`src/rtl/dmem_responder.sv`:
```
// Single-port data-memory responder: accepts one load/store at a time and
// answers with a one-cycle ack after a fixed number of wait states.
module dmem_responder #(
  parameter int unsigned DEPTH       = 64,
  parameter int unsigned WAIT_CYCLES = 2
) (
  input  logic        clk,
  input  logic        reset,
  input  logic        req,
  input  logic        we,
  input  logic [31:0] addr,
  input  logic [31:0] wd,
  output logic [31:0] rd,
  output logic        ack,
  output logic        err,
  output logic        busy
);

  localparam int unsigned DATA_W = 32;
  localparam int unsigned CNT_W  = 4;
  localparam int unsigned IDX_W  = (DEPTH > 1) ? $clog2(DEPTH) : 1;

  typedef enum logic [1:0] {
    IDLE = 2'd0,
    BUSY = 2'd1,
    RESP = 2'd2
  } state_t;

  state_t              state;
  logic [CNT_W-1:0]    cnt;
  logic [31:0]         lat_addr;
  logic [DATA_W-1:0]   lat_wd;
  logic                lat_we;
  logic [DATA_W-1:0]   mem [DEPTH];

  logic [31:0]         sel_addr_c;
  logic [DATA_W-1:0]   sel_wd_c;
  logic                sel_we_c;
  logic                sel_err_c;
  logic [IDX_W-1:0]    sel_idx_c;
  logic                accept_c;
  logic                enter_resp_c;

  // With zero wait states the accept edge is also the RESP entry edge, so the
  // live inputs stand in for the not-yet-latched request.
  assign sel_addr_c   = (state == IDLE) ? addr : lat_addr;
  assign sel_wd_c     = (state == IDLE) ? wd   : lat_wd;
  assign sel_we_c     = (state == IDLE) ? we   : lat_we;
  assign sel_err_c    = (sel_addr_c[1:0] != 2'b00) ||
                        ({2'b00, sel_addr_c[31:2]} >= 32'(DEPTH));
  assign sel_idx_c    = sel_addr_c[IDX_W+1:2];
  assign accept_c     = (state == IDLE) && req;
  assign enter_resp_c = (accept_c && (WAIT_CYCLES == 0)) ||
                        ((state == BUSY) && (cnt == CNT_W'(0)));

  // Storage is never reset; a store commits on the edge entering RESP.
  always_ff @(posedge clk) begin
    if (reset && enter_resp_c && sel_we_c && !sel_err_c) begin
      mem[sel_idx_c] <= sel_wd_c;
    end
  end

  // Control FSM with registered response outputs.
  always_ff @(posedge clk) begin
    if (!reset) begin
      state    <= IDLE;
      cnt      <= '0;
      ack      <= 1'b0;
      err      <= 1'b0;
      rd       <= '0;
      busy     <= 1'b0;
      lat_addr <= '0;
      lat_wd   <= '0;
      lat_we   <= 1'b0;
    end else begin
      ack <= 1'b0;
      err <= 1'b0;
      rd  <= '0;
      case (state)
        IDLE: begin
          if (req) begin
            lat_addr <= addr;
            lat_wd   <= wd;
            lat_we   <= we;
            busy     <= 1'b1;
            if (WAIT_CYCLES == 0) begin
              state <= RESP;
            end else begin
              state <= BUSY;
              cnt   <= CNT_W'(WAIT_CYCLES - 1);
            end
          end
        end
        BUSY: begin
          if (cnt == CNT_W'(0)) begin
            state <= RESP;
          end else begin
            cnt <= cnt - CNT_W'(1);
          end
        end
        RESP: begin
          state <= IDLE;
          busy  <= 1'b0;
        end
        default: begin
          state <= IDLE;
          busy  <= 1'b0;
        end
      endcase
      if (enter_resp_c) begin
        ack <= 1'b1;
        err <= sel_err_c;
        rd  <= (!sel_we_c && !sel_err_c) ? mem[sel_idx_c] : '0;
      end
    end
  end

endmodule

```
`config.mk`:
```
export PLATFORM = sky130hd
export DESIGN_NAME = dmem_responder
export DESIGN_NICKNAME = d
export VERILOG_FILES = /design/src/rtl/dmem_responder.sv
export SDC_FILE = /design/constraint.sdc
export NUM_CORES = 2
export LEC_CHECK = 0
export CAP_MARGIN = 25
export CORE_MARGIN = 5
export CORE_UTILIZATION = 50
export DETAILED_ROUTE_END_ITERATION = 10
export MAX_ROUTING_LAYER = met4
export PLACE_DENSITY = 0.66
export SLEW_MARGIN = 20
export SYNTH_ARGS = -nofsm -noshare
export SYNTH_HDL_FRONTEND = slang
export SYNTH_SLANG_ARGS = --single-unit
```
`constraint.sdc`:
```
create_clock -name clk -period 5.8 [get_ports clk]
set_input_delay 1.16 -clock clk [delete_from_list [all_inputs] [get_ports clk]]
set_output_delay 1.16 -clock clk [all_outputs]
set_load 0.1 [all_outputs]
```
# Word-level counts from Yosys, hierarchy flattened
# Memory sizes are Yosys's and may differ from the RTL's. A register that Yosys moved wholly into a read port is not among the register bits.
# Index checks and enable logic that the tools add are counted.
# classes
order_cmp	1
mux	14
n_eq_ne	4
add_sub_neg	1
n_bitwise	1
n_reduce_logical	19
# ops
cell	n
two-way mux 32 bit	2
greater-or-equal comparator 30 x 7 -> 1 bit (second input constant)	1
two-way mux 4 bit	2
case mux 4 bit (2 select lines)	1
AND reduction 2 bit	4
AND reduction 3 bit	2
logical AND 1 bit	5
two-way mux 1 bit	5
logical NOT 4 bit	1
two-way mux 2 bit	2
!= test 2 bit (second input constant)	2
case mux 2 bit (2 select lines)	1
nonzero test 2 bit	2
subtractor 4 x 1 -> 4 bit (second input constant)	1
logical NOT 1 bit	3
equality test 2 x 1 -> 1 bit (second input constant)	1
logical NOT 2 bit	1
!= test 2 x 1 -> 1 bit (second input constant)	1
case mux 1 bit (2 select lines)	1
logical OR 1 bit	1
NOT 1 bit	1
# totals
out_inout_bits	35
ff_bits	74
input_bits	68
word_cells	49
n_memories	1
mem_bits_rw	2048
# memory_table
name	words	width	rd	rd_clocked_by_memory_dff	wr	line	rtl
mem	64	32	1	1	1	34	logic [DATA_W-1:0] mem [DEPTH];

# Logic depth before layout (Yosys ltp)
# logic_depth
depth_word	8
mapped_depth	12
mapped_depth_nobuf	8

# Worst setup path before layout
# No wires, ideal clock.
# synth_path
path_type	input-to-reg
start	in addr[3]
end	mem mem[46][0] (enable)
path_buffers	5
stages	9
t_arrival_ps	4030
setup_ps	421
t_required_ps	5379
slack_ps	1349
cell_sequence	buf_2 > nand4bb_1 > buf_2 > o22ai_1 > buf_2 > buf_2 > buf_1 > nand2_1 > nor2_1
# synth_between
elab_chain_cells	7
# synth_rtl
item	line	rtl
from (decl)	11	input logic [31:0] addr,
two-way mux 32 bit (*)	46	assign sel_addr_c = (state == IDLE) ? addr : lat_addr;
greater-or-equal comparator 30 x 7 -> 1 bit	50	({2'b00, sel_addr_c[31:2]} >= 32'(DEPTH));
logical OR 1 bit	49	assign sel_err_c = (sel_addr_c[1:0] != 2'b00) ||
logical NOT 1 bit	58	if (reset && enter_resp_c && sel_we_c && !sel_err_c) begin
logical AND 1 bit	58	
two-way mux 1 bit	58	
two-way mux 1 bit (implied by the code)	59	mem[sel_idx_c] <= sel_wd_c;
to (decl)	34	
# Mark *: on every way between the ends. The rest lies on a longest branch, timed or not.

# Worst setup path after layout
# layout_path
start	reg state[0]
end	reg rd[5], read port of mem
# layout_between
elab_chain_cells	8
elab_cells_between_ends	13
classes_between	1 x order compare; 1 x eq/ne; 2 x mux; 9 x reduce/logical
# layout_rtl
item	line	rtl
from (decl)	29	state_t state;
from (signal assigned)	66	state <= IDLE;
from (signal assigned)	87	state <= RESP;
from (signal assigned)	89	state <= BUSY;
logical NOT 2 bit	46, 48	
two-way mux 32 bit	46	
greater-or-equal comparator 30 x 7 -> 1 bit or nonzero test 2 bit (tied branches)	50, 49	
logical OR 1 bit	49	
logical NOT 1 bit	113	rd <= (!sel_we_c && !sel_err_c) ? mem[sel_idx_c] : '0;
logical AND 1 bit	113	
AND reduction 3 bit (no line)	--	
logical NOT 1 bit (no line)	--	
to (decl)	13	output logic [31:0] rd,
# Parallel ways exist; a longest one is shown, timed or not.
# A chain may end at the register's enable or synchronous reset.

==> flow_metrics.py <==
metrics = {
    "die": {
        "design.die.area_um2": 170000,
        "core_area_um2": 161000,
        "die_h_um": 413,
        "die_w_um": 413,
        "num_io_pins": 103,
        "floorplan.initialDensity": 0.504,
        "floorplan.rows": 147,
    },
    "final_layout": {
        "final_layout_size_suffix_gt1_frac": 0.179,
        "design_area_um2": 93700,
        "nets": 5109,
        "syn_to_final_growth_pct": 15.5,
        "final_cells": 7383,
        "final_util": 0.582,
    },
    "setup_path": {
        "critical_path.endpoint_type": "flop",
        "worstSetupPathType": "flop to flop",
        "timing.critical_path.slowest_cell_delay_ps": 860,
        "crit_path_start_kind": "flop",
        "worst-endpoint-required_ps": 6440,
        "cpMaxStageDelayCell": "sky130_fd_sc_hd__o21ai_2",
        "critical-path-top-delay-family": "compound AO/OA/AOI/OAI gates",
        "path_cells": "buf_4 -> o21ai_2 -> nand2_8 -> buf_12 -> mux2_1 -> a222oi_1 -> a31oi_1 -> nor4_1 -> a41oi_1",
        "critical_path.n_buffers_inverters": 2,
        "path_max_fanout": 57,
        "worst-endpoint-arrival_ps": 5920,
    },
    "pwr": {
        "power_leakage_nw": 29.0,
        "max-vdd-ir-drop_v": 0.000335,
        "power_density_nw_per_um2": 364,
    },
    "sta": {
        "final_period_demand_of_the_worst_path_ps": 5270,
        "max_clock_freq_mhz": 190,
        "grt_setup_unrepaired": "false",
        "report.final.setup_viol": 0,
        "layout_worst_path_cycle_share": 0.909,
        "tightest_slew_ps": 1110,
        "total_negative_setup_slack_ps": 0,
        "finalHoldWorstSlack_ps": 463,
        "hold_viol": 0,
        "slew-limit-headroom": 0.255,
        "worst_clock_skew_ps": 34.4,
        "report.final.slew_viol_count": 0,
    },
    "cts": {
        "max-clock-path-buffers": 3,
        "clock_sinks": 2154,
        "htreeDepth": 4,
        "cts-resized-gates": 0,
        "post_cts.repair.setup_buffers": 0,
        "cts_tree": "yes",
        "cts_buffers": 206,
        "clock-root-buffer": "sky130_fd_sc_hd__clkbuf_16",
        "clk_pin_slew_ps": 60,
        "number_of_buffers_added_to_fix_hold_violations_after_cts": 0,
        "insertion_delay_ps": 850,
    },
    "place": {
        "numPortBuffers": 102,
        "numPlacedInstances": 6988,
        "post-dp-hpwl_um": 138000,
        "placed_area_um2": 86600,
        "place_congestion": 0.918,
    },
    "global_routing": {
        "grt.overflow.total": 0,
        "grt_util_all_layers": 0.283,
        "antenna_found_initial": 6,
        "first_global_vias": 46900,
        "grt_max_degree": 87,
        "global_route_wire_length_before_repair_um": 339000,
    },
    "outcome": {
        "run_status": "finished, final reports clean",
    },
    "detailed_routing": {
        "drt_pre_antenna_iters": 10,
        "first_iter_violations": 7763,
        "drtAntennaViolNets": 0,
        "vias": 48300,
        "drt_drc_violations_left": 0,
        "totalWireLength_um": 236000,
        "route.detailed.wl_per_inst_um": 31.9,
        "via_density_per_instance": 6.54,
    },
    "logic_synthesis": {
        "synthAdderAreaFrac": 0.000309,
        "mappedNetlistArea_um2": 81100,
        "synth_enable_flop_cells": 2048,
        "synth_cells": 4808,
        "synth_cell_types": 72,
        "synthesis.nets": 4878,
        "synth_top_family_by_area": "compound AO/OA/AOI/OAI gates",
        "synth-simple-area-share": 0.0418,
        "yosysSeqAreaShare": 0.785,
        "post_synth_xor_area_fraction": 0.000216,
        "synth-main-ff-cell": "sky130_fd_sc_hd__edfxtp_1",
        "syn_avg_cell_area_um2": 16.9,
        "synth.mux.area_fraction": 0.0321,
        "yosys_warnings": 0,
        "compound_cell_area_share_of_the_yosys_netlist": 0.122,
        "synth_async_sr_flop_share": 0,
        "ys_ff_latch": 2154,
    },
    "job": {
        "maxCapViolCount": 0,
    },
    "hold_path": {
        "worstHoldPathType": "flop to flop",
    },
}
==> worst register-to-register path: stages, from the launching register on <==
cell                       delay [ps]
sky130_fd_sc_hd__dfxtp_1          570
sky130_fd_sc_hd__buf_4            360
sky130_fd_sc_hd__o21ai_2          860
sky130_fd_sc_hd__nand2_8          560
sky130_fd_sc_hd__buf_12           430
sky130_fd_sc_hd__mux2_1           380
sky130_fd_sc_hd__a222oi_1         410
sky130_fd_sc_hd__a31oi_1          290
sky130_fd_sc_hd__nor4_1           860
sky130_fd_sc_hd__a41oi_1          340
==> where the power goes <==
| group | switching [W] | internal [W] | leakage, nW | total (W) |
|---|---|---|---|---|
| clock | 0.00584 | 0.00792 | 3.39 | 0.0138 |
| sequential | 0.0000301 | 0.0174 | 19.4 | 0.0174 |
| combinational | 0.00208 | 0.000812 | 6.26 | 0.00290 |
==> flip-flops by register name (all words and copies together) (netlist names) <==
register / count
mem: 2048
lat_addr: 32
lat_wd: 32
rd: 32
cnt: 4
state: 2
ack: 1
busy: 1
err: 1
lat_we: 1
==> cell usage after synthesis, types with 21 or more instances <==
library cell / instances / area [µm²]
sky130_fd_sc_hd__a22oi_1: 343 / 2570
sky130_fd_sc_hd__dfxtp_1: 106 / 2120
sky130_fd_sc_hd__nor2_1: 82 / 308
sky130_fd_sc_hd__buf_1: 34 / 128
sky130_fd_sc_hd__nor4_1: 65 / 407
sky130_fd_sc_hd__o22a_1: 33 / 289
sky130_fd_sc_hd__a221oi_1: 32 / 280
sky130_fd_sc_hd__buf_2: 119 / 596
sky130_fd_sc_hd__a31o_2: 28 / 245
sky130_fd_sc_hd__o2bb2ai_1: 21 / 184
sky130_fd_sc_hd__a21oi_1: 160 / 801
sky130_fd_sc_hd__mux2i_1: 47 / 470
sky130_fd_sc_hd__edfxtp_1: 2048 / 61500
sky130_fd_sc_hd__clkbuf_1: 148 / 556
sky130_fd_sc_hd__nand3_1: 46 / 230
sky130_fd_sc_hd__nand2_1: 504 / 1890
sky130_fd_sc_hd__a31oi_1: 169 / 1060
sky130_fd_sc_hd__mux2_2: 186 / 2090
sky130_fd_sc_hd__a21boi_0: 69 / 518
sky130_fd_sc_hd__o21ai_0: 62 / 310
sky130_fd_sc_hd__a22o_1: 102 / 893
sky130_fd_sc_hd__a222oi_1: 191 / 1910
==> layout by cell type (no fill, tap or decap), drive strengths merged, types with 47 or more instances in the layout <==
cell,n
clkinv,88
a222oi,191
clkbuf,253
nor2,86
nor4,65
buf,253
o21ai,71
clkdlybuf4s50,99
nand2,505
a21oi,160
dfxtp,106
mux2,189
a22o,102
a22oi,343
a31oi,169
a21boi,69
mux2i,47
edfxtp,2048
==> layer usage <==
layer | track usage | share of wire
met3 | 0.0518 | 0.10
met5 | - | 0
met1 | 0.387 | 0.39
met2 | 0.424 | 0.46
met4 | 0.116 | 0.045
==> stage by stage <==
stage	setup WS, ps	total power, W
3_3_place_gp	-126	0.0205
3_5_place_dp	282	0.0206
4_1_cts	774	0.0341
5_1_grt	519	0.0350
2_1_floorplan	1350	0.0193
6_report	526	0.0341
==> area by class of cell <==
class / instances / area (µm²)
Multi-Input combinational cell: 2317 / 16700
Inverter: 7 / 26.3
Antenna cell: 4 / 10.0
Sequential cell: 2154 / 63600
Fill cell: 11800 / 67300
Tap cell: 2160 / 2700
Timing Repair Buffer: 353 / 3640
Clock buffer: 252 / 5400
Clock inverter: 136 / 1570
==> path summary, 6_finish.rpt <==
check                               start                 endpoint  slack (ps)  cells past startpoint
setup / recovery    state[0]$_SDFFE_PN0P_         rd[5]$_SDFF_PN0_         530                      9
hold / removal    lat_wd[14]$_SDFFE_PN0P_  lat_wd[14]$_SDFFE_PN0P_         460                      2
setup reg to reg    state[0]$_SDFFE_PN0P_         rd[5]$_SDFF_PN0_         530                      9
hold reg to reg   lat_wd[14]$_SDFFE_PN0P_  lat_wd[14]$_SDFFE_PN0P_         460                      2
==> logic make-up (layout without fill, tap and decap cells) <==
family,count (synthesis),count (layout)
buf+inv,337,748
flops,2154,2154
fa+ha+maj,2,2
simple gates,770,770
xor+xnor,2,2
compound gates,1307,1307
other cells,0,4
mux,236,236
No activity file was read; power rests on OpenSTA's default activity.
